===== config.mk =====
export PLATFORM = sky130hd
export DESIGN_NAME = uart_tx
export DESIGN_NICKNAME = d
export VERILOG_FILES = /design/src/rtl/uart_tx.sv
export SDC_FILE = /design/constraint.sdc
export NUM_CORES = 1
export LEC_CHECK = 0
export ABC_AREA = 1
export BUFFER_PORTS_ARGS = -buffer_cell sky130_fd_sc_hd__buf_2
export CORE_MARGIN = 5
export CORE_UTILIZATION = 30
export DETAILED_ROUTE_END_ITERATION = 8
export PLACE_DENSITY = 0.51
export REMOVE_ABC_BUFFERS = 1
export SLEW_MARGIN = 10
export SYNTH_ARGS = -nofsm -noshare
export SYNTH_HDL_FRONTEND = slang
export SYNTH_SLANG_ARGS = --single-unit

===== constraint.sdc =====
create_clock -name clk -period 5.28 [get_ports clk]
set_clock_uncertainty 0.05 [all_clocks]
set_input_delay 0.528 -clock clk [delete_from_list [all_inputs] [get_ports clk]]
set_output_delay 0.528 -clock clk [all_outputs]
set_load 0.01 [all_outputs]

===== src/rtl/uart_tx.sv =====
// uart_tx: 8N1 UART transmitter fed by a small byte FIFO.
//
// Frames are start bit (0), eight data bits LSB first, and one stop bit (1).
// Every bit is held for CLKS_PER_BIT cycles. When the FIFO still holds a byte
// at the end of a stop bit, the next frame starts on that same edge, so there
// is no idle gap between frames.
//
// Parameters:
//   CLKS_PER_BIT  clock cycles per UART bit (>= 2)
//   FIFO_DEPTH    byte FIFO entries (power of two, >= 2)
// Ports:
//   clk         sole clock, rising edge
//   reset       synchronous, active-high reset
//   tx_data_i   byte to send
//   tx_valid_i  tx_data_i is valid; pushed when tx_ready_o is also high
//   tx_ready_o  FIFO can accept a byte (not full); independent of tx_valid_i
//   txd_o       registered serial line, idle high
//   busy_o      a frame is in progress or the FIFO is non-empty
module uart_tx #(
  parameter int CLKS_PER_BIT = 234,
  parameter int FIFO_DEPTH   = 4
) (
  input  logic       clk,
  input  logic       reset,
  input  logic [7:0] tx_data_i,
  input  logic       tx_valid_i,
  output logic       tx_ready_o,
  output logic       txd_o,
  output logic       busy_o
);
  localparam int BAUD_W = $clog2(CLKS_PER_BIT);
  localparam int PTR_W  = $clog2(FIFO_DEPTH);
  localparam int CNT_W  = PTR_W + 1;
  localparam logic [BAUD_W-1:0] BAUD_LAST = BAUD_W'(CLKS_PER_BIT - 1);
  localparam logic [CNT_W-1:0]  CNT_FULL  = CNT_W'(FIFO_DEPTH);

  typedef enum logic [1:0] {S_IDLE, S_START, S_DATA, S_STOP} state_e;

  state_e                     state_q, state_d;
  logic [FIFO_DEPTH-1:0][7:0] mem_q, mem_d;
  logic [PTR_W-1:0]           wr_ptr_q, wr_ptr_d;
  logic [PTR_W-1:0]           rd_ptr_q, rd_ptr_d;
  logic [CNT_W-1:0]           count_q, count_d;
  logic [BAUD_W-1:0]          baud_q, baud_d;
  logic [2:0]                 bit_q, bit_d;
  logic [7:0]                 shift_q, shift_d;
  logic                       txd_q, txd_d;

  logic push, pop, fifo_nempty, bit_end;

  assign fifo_nempty = (count_q != '0);
  assign bit_end     = (baud_q == BAUD_LAST);
  assign tx_ready_o  = (count_q != CNT_FULL);
  assign push        = tx_valid_i && tx_ready_o;
  assign txd_o       = txd_q;
  assign busy_o      = (state_q != S_IDLE) || fifo_nempty;

  // State register plus all datapath flops.
  always_ff @(posedge clk) begin
    if (reset) begin
      state_q  <= S_IDLE;
      wr_ptr_q <= '0;
      rd_ptr_q <= '0;
      count_q  <= '0;
      baud_q   <= '0;
      bit_q    <= '0;
      shift_q  <= '0;
      txd_q    <= 1'b1;
    end else begin
      state_q  <= state_d;
      wr_ptr_q <= wr_ptr_d;
      rd_ptr_q <= rd_ptr_d;
      count_q  <= count_d;
      baud_q   <= baud_d;
      bit_q    <= bit_d;
      shift_q  <= shift_d;
      txd_q    <= txd_d;
    end
  end

  // Storage needs no reset: emptiness is tracked by count/pointers alone.
  always_ff @(posedge clk) begin
    mem_q <= mem_d;
  end

  // FIFO bookkeeping. Pointers wrap naturally since the depth is a power of two.
  always_comb begin
    mem_d    = mem_q;
    wr_ptr_d = wr_ptr_q;
    rd_ptr_d = rd_ptr_q;
    count_d  = count_q;
    if (push) begin
      mem_d[wr_ptr_q] = tx_data_i;
      wr_ptr_d        = wr_ptr_q + PTR_W'(1);
    end
    if (pop) begin
      rd_ptr_d = rd_ptr_q + PTR_W'(1);
    end
    case ({push, pop})
      2'b10:   count_d = count_q + CNT_W'(1);
      2'b01:   count_d = count_q - CNT_W'(1);
      default: count_d = count_q;
    endcase
  end

  // Next-state logic.
  always_comb begin
    state_d = state_q;
    case (state_q)
      S_IDLE:  if (fifo_nempty)                state_d = S_START;
      S_START: if (bit_end)                    state_d = S_DATA;
      S_DATA:  if (bit_end && bit_q == 3'd7)   state_d = S_STOP;
      S_STOP:  if (bit_end)                    state_d = fifo_nempty ? S_START : S_IDLE;
      default:                                 state_d = S_IDLE;
    endcase
  end

  // Output / datapath logic. txd is registered, so each value is computed one
  // cycle ahead of the bit it belongs to.
  always_comb begin
    pop     = 1'b0;
    txd_d   = txd_q;
    baud_d  = bit_end ? '0 : baud_q + BAUD_W'(1);
    bit_d   = bit_q;
    shift_d = shift_q;
    case (state_q)
      S_IDLE: begin
        txd_d  = 1'b1;
        baud_d = '0;
        if (fifo_nempty) begin
          pop     = 1'b1;
          shift_d = mem_q[rd_ptr_q];
          txd_d   = 1'b0;
        end
      end
      S_START: begin
        if (bit_end) begin
          txd_d = shift_q[0];
          bit_d = 3'd0;
        end
      end
      S_DATA: begin
        if (bit_end) begin
          if (bit_q == 3'd7) begin
            txd_d = 1'b1;
          end else begin
            // shift_q[0] is the bit now on the line; the next one sits above it.
            txd_d   = shift_q[1];
            shift_d = {1'b0, shift_q[7:1]};
            bit_d   = bit_q + 3'd1;
          end
        end
      end
      S_STOP: begin
        if (bit_end && fifo_nempty) begin
          pop     = 1'b1;
          shift_d = mem_q[rd_ptr_q];
          txd_d   = 1'b0;
        end
      end
      default: begin
        txd_d = 1'b1;
      end
    endcase
  end

endmodule


==> results of run 1 <==
## flip-flops by register name, indices dropped and copies added (netlist names)
name      count
state_q       2
shift_q       8
baud_q        8
bit_q         3
mem_q        32
rd_ptr_q      2
wr_ptr_q      2
count_q       3
txd_o         1
## cell families after synthesis
logic type	synth area share
AOI/OAI and AO/OA	0.0666
adders and majority gates	0.0658
buffers and inverters	0.0982
DFF	0.519
and+or+nand+nor	0.250
## Yosys cell counts (3+ instances only)
cell type and number:
nand2_1 106, inv_1 62, nor2_1 38, edfxtp_1 32, dfxtp_1 29, a21oi_1 21, nand3_1 20, ha_1 14
o21ai_0 14, buf_2 3, inv_2 3, nand4_1 3, nor2_2 3, nor3_1 3
## through the flow
stage	setup slack (ps)	hold slack (ps)	cells	power (mW)	instance area (µm²)
6_report	2890	338	520	1.73	3400
5_1_grt	2570	323	520	1.88	3400
2_1_floorplan	3160	377	358	1.08	2920
3_5_place_dp	2910	397	504	1.23	3150
3_3_place_gp	3030	389	504	1.23	3150
4_1_cts	2870	320	520	1.76	3400
## routing by layer
| layer | global-route usage | wire length, µm | share of wire |
|---|---|---|---|
| met3 | 0.0311 | 162 | 0.029 |
| met4 | 0.0534 | 97 | 0.017 |
| met5 | 0 | 0 | 0 |
| met1 | 0.129 | 2710 | 0.49 |
| met2 | 0.167 | 2610 | 0.47 |
## layout make-up
class | instances | area, µm²
Tap cell | 133 | 166
Fill cell | 1033 | 6330
Timing Repair Buffer | 13 | 65.1
Inverter | 65 | 244
Sequential cell | 61 | 1540
Clock inverter | 7 | 121
Multi-Input combinational cell | 232 | 1130
Clock buffer | 9 | 124
## worst max-delay path by stage
stage                     depth (start not counted)  slack [ps]                      end            startpoint
final                                            14        2890  count_q[2]$_SDFFE_PP0P_  baud_q[0]$_SDFF_PP0_
after global routing                             14        2570  count_q[2]$_SDFFE_PP0P_  baud_q[0]$_SDFF_PP0_
after CTS                                        14        2870  count_q[2]$_SDFFE_PP0P_  baud_q[0]$_SDFF_PP0_
after detailed placement                         14        2910  count_q[2]$_SDFFE_PP0P_  baud_q[0]$_SDFF_PP0_
after global placement                           14        3030  count_q[2]$_SDFFE_PP0P_  baud_q[0]$_SDFF_PP0_
after floorplan                                  14        3160  count_q[2]$_SDFFE_PP0P_  baud_q[0]$_SDFF_PP0_
## power breakdown
part	leakage, nW	switching (mW)	total, mW	internal (mW)
Clock	0.124	0.195	0.510	0.316
Sequential	0.532	0.0587	0.640	0.581
Combinational	0.890	0.381	0.577	0.196
Total	1.54	0.634	1.73	1.09
==> impl_metrics.toml, run 1 <==
[outcome]
status = "completed"

[synthesis]
synth_top_area_cell = "edfxtp_1"
yosysSeqAreaShare = 0.519
yosys_warnings = 0
synth_cells = 365
syn_avg_cell_area_um2 = 8.13
syn_area_um2 = 2970
yosys-top-cells-area = "edfxtp_1 (32%), dfxtp_1 (20%), nand2_1 (13%)"
synthArstFlopShare = 0
synthFlopType = "edfxtp_1"
ys_ff_latch = 61
synth-edff-count = 32
synth.distinct_cells = 25
netlist.area_leader.share = 0.324

[setup_path]
ff2ff_path_depth = 14
worstPathCellList = "ha_1 > nand2_1 > inv_1 > nand2_1 > nor2_1 > nand2_1 > a21oi_1 > ha_1 > inv_1 > fa_1 > a21oi_1 > o21ai_0 > o21ai_0 > a21oi_1"
r2r_start = "baud_q[0]$_SDFF_PP0_"
end_kind = "register"
crit_slowest_cell = "fa_1"
critical_path_class = "register to register"
crit_required_ps = 5460
r2r-end = "count_q[2]$_SDFFE_PP0P_"
crit_family = "adder cells"
ff2ff_setup_slack_ps = 2890
critPathBufInv = 2
cp-start-kind = "register"
cpPeakStageDelay_ps = 390
crit_arrival_ps = 2570
crit_fanout = 4

[sta]
slew_headroom = 0.422
rsz0062_at_grt = "false"
fin_setup_tns_ps = 0
finalHoldViolCount = 0
final-setup-viol-count = 0
tightestPinTransition_ps = 864
finalCritPeriodShare = 0.452
drv_slew = 0
fmax_ghz = 0.419
min_period_ps = 2390

[layout]
final_common_cell = "nand2_1"
final_core_util = 0.349
final_cell_mix = "nand2_1 (106), inv_1 (62), nor2_1 (38)"
drive_above_1_share = 0.101
final_nets = 408
n_antenna_cell = 0
area_growth_pct = 14.5

[cts]
cts_buffers = 9
cts_tree = "built"
insertion_delay_ps = 340
numClockSinks = 61
hold_buffers = 0
postCtsSetupBuffers = 0
ctsResizeCount = 0
cts.reportedPaths.clkPinSlew_ps = 80
cts_root_buffer = "clkbuf_8"
h-tree-depth = 3
clockBufferDepth = 2

[floorplanning]
core_area_um2 = 9730
die_x_um = 109
rows = 36
initial_core_util = 0.305
die_h_um = 109
die_area_um2 = 12000
ios = 14

[placed_design]
routabilityCongestion = 0.737
portBuffers = 13
dp_hpwl_um = 3760

[global_routing]
overflow = 0
grt_pass1_wl_um = 9520
grt_usage = 0.105
grt_pass1_vias = 2060
grt_start_max_net_pins = 21
antenna_found_initial = 0

[worst_hold_path]
min_path_type = "primary input to register"
holdCritStartpoint = "tx_data_i[1]"
hold_end = "mem_q[1]$_DFFE_PP_"
hold_path_depth = 1

[drt]
num_vias = 2172
wl_um = 5580
drc = 0
drt-pass1-iter-count = 4
ant_nets = 0
drt-vias-per-instance = 4.18
wl_per_cell_um = 10.7
drt_iter0_markers = 83

[run]
drv_cap = 0

[power]
ir_drop_uv = 137
p_leak_nw = 1.54
cellPowerDensity_nw_per_um2 = 508
No activity file was read; power rests on OpenSTA's default activity.
==> inputs of run 2 (changes only) <==
--- a/config.mk
+++ b/config.mk
@@ -5,7 +5,7 @@
 export SDC_FILE = /design/constraint.sdc
 export NUM_CORES = 1
 export LEC_CHECK = 0
-export ABC_AREA = 1
+export ABC_AREA = 0
 export BUFFER_PORTS_ARGS = -buffer_cell sky130_fd_sc_hd__buf_2
 export CORE_MARGIN = 5
 export CORE_UTILIZATION = 30
==> constraint.sdc (replaced) <==
create_clock -name clk -period 2.2 [get_ports clk]
set_clock_uncertainty 0.05 [all_clocks]
set_input_delay 0.22 -clock clk [delete_from_list [all_inputs] [get_ports clk]]
set_output_delay 0.22 -clock clk [all_outputs]
set_load 0.01 [all_outputs]
==> run 2 against run 1 <==
Against the previous run: the flow now finishes with violations (setup timing); die area down 5.3%; critical path depth shrank 5; flip-flop and latch count is the same; area after synthesis decreased by 5.8%; first-iteration DRC count decreased by 3.6%; combinational power grew to 3.3 times the previous value; non-clock buffer count up 33; global-route usage shrank 0.32 points; largest power group is now combinational cells.
==> impl_metrics.toml, run 2 <==
[layout]
final_cell_mix = "buf_4 (33), edfxtp_1 (32), dfxtp_1 (27)"
final_nets = 292
top_register = "mem_q"
reg.largest.list = "mem_q (32), baud_q (8), shift_q (8)"
final_common_cell = "buf_4"
design_area_um2 = 3400
final_cells = 382
area_growth_pct = 21.7
n_antenna_cell = 0
drive_above_1_share = 0.336
largest_reg_flops = 32
final_core_util = 0.372

[drt]
drt-vias-per-instance = 4.80
drt_iter0_markers = 80
drt-pass1-iter-count = 4
wl_um = 5290
ant_nets = 0
wl_per_cell_um = 13.9
num_vias = 1834
drc = 0

[setup_path]
cp-start-kind = "register"
end_kind = "register"
critical_path_class = "register to register"
crit_fanout = 2
crit_required_ps = 2410
crit_arrival_ps = 2760

[placed_design]
portBuffers = 13
routabilityCongestion = 0.766
dp.cells = 366
dp_hpwl_um = 3730
dp_slack_ps = -495
place_area_um2 = 3190

[sta]
final-setup-viol-count = 2
finalCritPeriodShare = 1.16
whs_ps = 62.6
fin_setup_tns_ps = -574
drv_slew = 0
fmax_ghz = 0.392
rsz0062_at_grt = "true"
tightestPinTransition_ps = 588
fin_ws_ps = -351
min_period_ps = 2550
slew_headroom = 0.605
finalHoldViolCount = 0

[synthesis]
synth_top_area_cell = "edfxtp_1"
yosys.cell_count.top_type = "edfxtp_1"
ys_ff_latch = 61
synth_cells = 219
yosysSeqAreaShare = 0.551
netlist.area_leader.share = 0.344
yosys-top-cells-area = "edfxtp_1 (34%), dfxtp_1 (21%), mux4_2 (6.4%)"
synth_commonest_cells = "edfxtp_1 (32), dfxtp_1 (29), a21oi_1 (20)"
synth-edff-count = 32
synth.distinct_cells = 45
synthFlopType = "edfxtp_1"
yosys_warnings = 0
syn_area_um2 = 2800
syn_avg_cell_area_um2 = 12.8
synthArstFlopShare = 0

[floorplanning]
die_h_um = 107
initial_core_util = 0.305
core_area_um2 = 9150
die_x_um = 107
die_area_um2 = 11300
ios = 14
rows = 35

[global_routing]
antenna_found_initial = 0
grt_pass1_vias = 1905
grt_pass1_wl_um = 9030
grt_usage = 0.102
overflow = 0
grt_start_max_net_pins = 25

[outcome]
status = "finished, violations left"
violations = "setup timing"

[cts]
h-tree-depth = 3
insertion_delay_ps = 320
hold_buffers = 0
postCtsSetupBuffers = 0
cts.reportedPaths.clkPinSlew_ps = 70
cts_tree = "built"
cts_buffers = 9
clockBufferDepth = 2
numClockSinks = 61
cts_root_buffer = "clkbuf_8"

[worst_hold_path]
min_path_type = "primary input to register"

[power]
p_sw_mw = 1.49
cellPowerDensity_nw_per_um2 = 1280
p_sw_frac = 0.342
seqPwrFrac = 0.347
ir_drop_uv = 452
comb_power_share = 0.434
p_int_mw = 2.86
fin_total_pwr_mw = 4.35
p_leak_nw = 1.24
p_clk_frac = 0.219

[run]
drv_cap = 0
## run 2: path summary, 6_finish.rpt
kind | start | end | slack [ps] | depth (start not counted)
max | baud_q[2]$_SDFF_PP0_ | count_q[2]$_SDFFE_PP0P_ | -350 | 9
min | tx_data_i[2] | mem_q[18]$_DFFE_PP_ | 60 | 1
max reg2reg | baud_q[2]$_SDFF_PP0_ | count_q[2]$_SDFFE_PP0P_ | -350 | 9
min reg2reg | bit_q[1]$_SDFFE_PP0P_ | bit_q[1]$_SDFFE_PP0P_ | 420 | 2
## run 2: cell type report
cell class	count	area, µm²
sequential	61	1540
inverter	11	41.3
tap	111	139
fill	890	5750
clock inverter	6	63.8
clock buffer	10	128
multi-input combinational	137	1170
timing repair buffer	46	313
## run 2: worst max-delay path: stages, from the launching register on
cell and delay (ps):
dfxtp_2 320, or3b_4 390, o31a_1 310, nor3_2 230, ha_2 230, inv_2 40, fa_2 330, xor2_1 150
or3_1 320, a21oi_2 120
## run 2: power by group through the flow
stage / clock (mW) / sequential, mW / combinational, mW
finish: 0.955 / 1.51 / 1.89
global route: 1.05 / 1.53 / 2.10
CTS: 1.00 / 1.51 / 1.91
detailed placement: 0 / 1.54 / 1.87
global placement: 0 / 1.53 / 1.86
floorplan: 0 / 1.55 / 1.19
## run 2: timing repair
action | 4_1_cts | 5_1_grt
gates resized for setup | 6 | 2
setup endpoints to repair | 2 | 2
pin swaps | 5 | 3
## run 2: cells by family (layout without fill, tap and decap cells)
logic type / after synthesis / in the layout / share of synthesized area
compound gates: 44 / 44 / 0.114
xor+xnor: 7 / 7 / 0.0219
fa+ha+maj: 15 / 15 / 0.0698
buf+inv: 21 / 73 / 0.0345
flops: 61 / 61 / 0.551
mux: 17 / 17 / 0.0976
simple gates: 54 / 54 / 0.111
## run 2: per-layer routing
layer  vias up  track usage  wire length (µm)
met1       912        0.133              2580
met3         4       0.0237                70
met4         0       0.0475                61
li1        907            -                 -
met5         -            0                 0
met2        11        0.159              2580
==> inputs of run 3 (changes only) <==
--- a/config.mk
+++ b/config.mk
@@ -7,6 +7,7 @@
 export LEC_CHECK = 0
 export ABC_AREA = 0
 export BUFFER_PORTS_ARGS = -buffer_cell sky130_fd_sc_hd__buf_2
+export CORE_ASPECT_RATIO = 0.8
 export CORE_MARGIN = 5
 export CORE_UTILIZATION = 30
 export DETAILED_ROUTE_END_ITERATION = 8
==> constraint.sdc (replaced) <==
create_clock -name clk -period 3.1 [get_ports clk]
set_clock_uncertainty 0.05 [all_clocks]
set_input_delay 0.31 -clock clk [delete_from_list [all_inputs] [get_ports clk]]
set_output_delay 0.31 -clock clk [all_outputs]
set_load 0.01 [all_outputs]
==> run 3 against run 2 <==
Against the previous run: critical path depth did not move; flip-flop and latch count did not move; the run now ends clean; cell count fell by 7.3%; non-clock buffer count fell by 32; first-iteration DRC count fell by 16%; setup slack improved by 650 ps; via count fell by 6.8%; critical endpoint unchanged.
==> impl_metrics.toml, run 3 (synthesis gave the netlist of run 2 again) <==
[outcome]
status = "completed"

[floorplanning]
die_h_um = 96.3
ios = 14
die_x_um = 118
die_area_um2 = 11400
initial_core_util = 0.308
core_area_um2 = 9080
rows = 31

[sta]
drv_slew = 0
slew_headroom = 0.453
min_period_ps = 2800
fmax_ghz = 0.357
fin_setup_tns_ps = 0
finalHoldViolCount = 0
rsz0062_at_grt = "false"
tightestPinTransition_ps = 820
final-setup-viol-count = 0
finalCritPeriodShare = 0.902

[global_routing]
grt_start_max_net_pins = 25
antenna_found_initial = 0
grt_usage = 0.0980
overflow = 0
grt_pass1_vias = 1748
grt_pass1_wl_um = 8650

[layout]
final_cell_mix = "edfxtp_1 (32), dfxtp_1 (29), a21oi_1 (20)"
top_register = "mem_q"
largest_reg_flops = 32
final_core_util = 0.357
area_growth_pct = 15.9
multi_input_area_um2 = 1160
final_common_cell = "edfxtp_1"
fill_cells = 902
n_antenna_cell = 0
reg.largest.list = "mem_q (32), baud_q (8), shift_q (8)"
drive_above_1_share = 0.218
final_cells = 354
regArea_um2 = 1540
final_nets = 260

[drt]
wl_per_cell_um = 14.3
wl_um = 5080
drt_iter0_markers = 67
ant_nets = 0
drc = 0
drt-pass1-iter-count = 4
drt-vias-per-instance = 4.83
num_vias = 1710

[power]
fin_total_pwr_mw = 3.11
cellPowerDensity_nw_per_um2 = 961
p_leak_nw = 1.12
ir_drop_uv = 341

[cts]
clockBufferDepth = 2
cts_root_buffer = "clkbuf_16"
cts.reportedPaths.clkPinSlew_ps = 60
numClockSinks = 61
ctsResizeCount = 0
insertion_delay_ps = 330
cts_buffers = 9
hold_buffers = 0
postCtsSetupBuffers = 0
cts_tree = "built"
h-tree-depth = 3

[placed_design]
portBuffers = 13
routabilityCongestion = 0.756
dp_hpwl_um = 3530
dp.cells = 338

[setup_path]
end_kind = "register"
crit_arrival_ps = 3000
cp-start-kind = "register"
critical_path_class = "register to register"
crit_required_ps = 3310
crit_fanout = 5

[worst_hold_path]
min_path_type = "primary input to register"

[run]
drv_cap = 0
[run 3: changes by cell type in the layout (fill, tap and decap cells not counted), sizes merged]
| cell | previous run | this run |
|---|---|---|
| buf | 46 | 14 |
| bufinv | 1 | 0 |
| clkbuf | 10 | 9 |
| clkinv | 3 | 4 |
| clkinvlp | 2 | 0 |
| inv | 11 | 14 |
[run 3: per-stage QoR]
stage | worst slack, ps | cell area (µm²) | hold slack [ps]
floorplan | 497 | 2740 | 325
global placement | 355 | 2960 | 408
detailed placement | 295 | 2960 | 417
CTS | 277 | 3240 | 135
global route | 87.5 | 3240 | 144
finish | 303 | 3240 | 148
[run 3: critical path: stages (launching register included)]
cell and delay, ps:
dfxtp_1 350, or3b_1 440, o31a_1 320, nor3_1 290, ha_1 240, inv_1 60
fa_1 370, xor2_1 160, or3_1 300, a21oi_1 140
[run 3: final timing paths]
path / startpoint / endpoint / slack (ps) / depth (start not counted)
max: baud_q[2]$_SDFF_PP0_ / count_q[2]$_SDFFE_PP0P_ / 300 / 9
min: tx_data_i[3] / mem_q[19]$_DFFE_PP_ / 150 / 1
max reg2reg: baud_q[2]$_SDFF_PP0_ / count_q[2]$_SDFFE_PP0P_ / 300 / 9
min reg2reg: bit_q[1]$_SDFFE_PP0P_ / bit_q[1]$_SDFFE_PP0P_ / 430 / 2
[run 3: power by group]
| part | leakage (nW) | switching, mW | total [mW] | internal (mW) |
|---|---|---|---|---|
| sequential | 0.531 | 0.110 | 1.12 | 1.01 |
| combinational | 0.452 | 0.597 | 1.07 | 0.475 |
| clock | 0.141 | 0.376 | 0.927 | 0.551 |
[run 3: routing by layer]
metal,global-route usage,vias to the layer above,wire (µm)
li1,-,853,-
met1,0.131,823,2650
met2,0.143,25,2120
met3,0.0300,9,206
met4,0.0516,0,100
met5,0,-,0
[run 3: final cells by class]
cell class,count,area share
clock buffers,9,0.0695
clock inverters,7,0.0178
inverters,11,0.0127
multi-input cells,137,0.357
flip-flops and latches,61,0.476
well taps,115,0.0444
repair buffers,14,0.0224
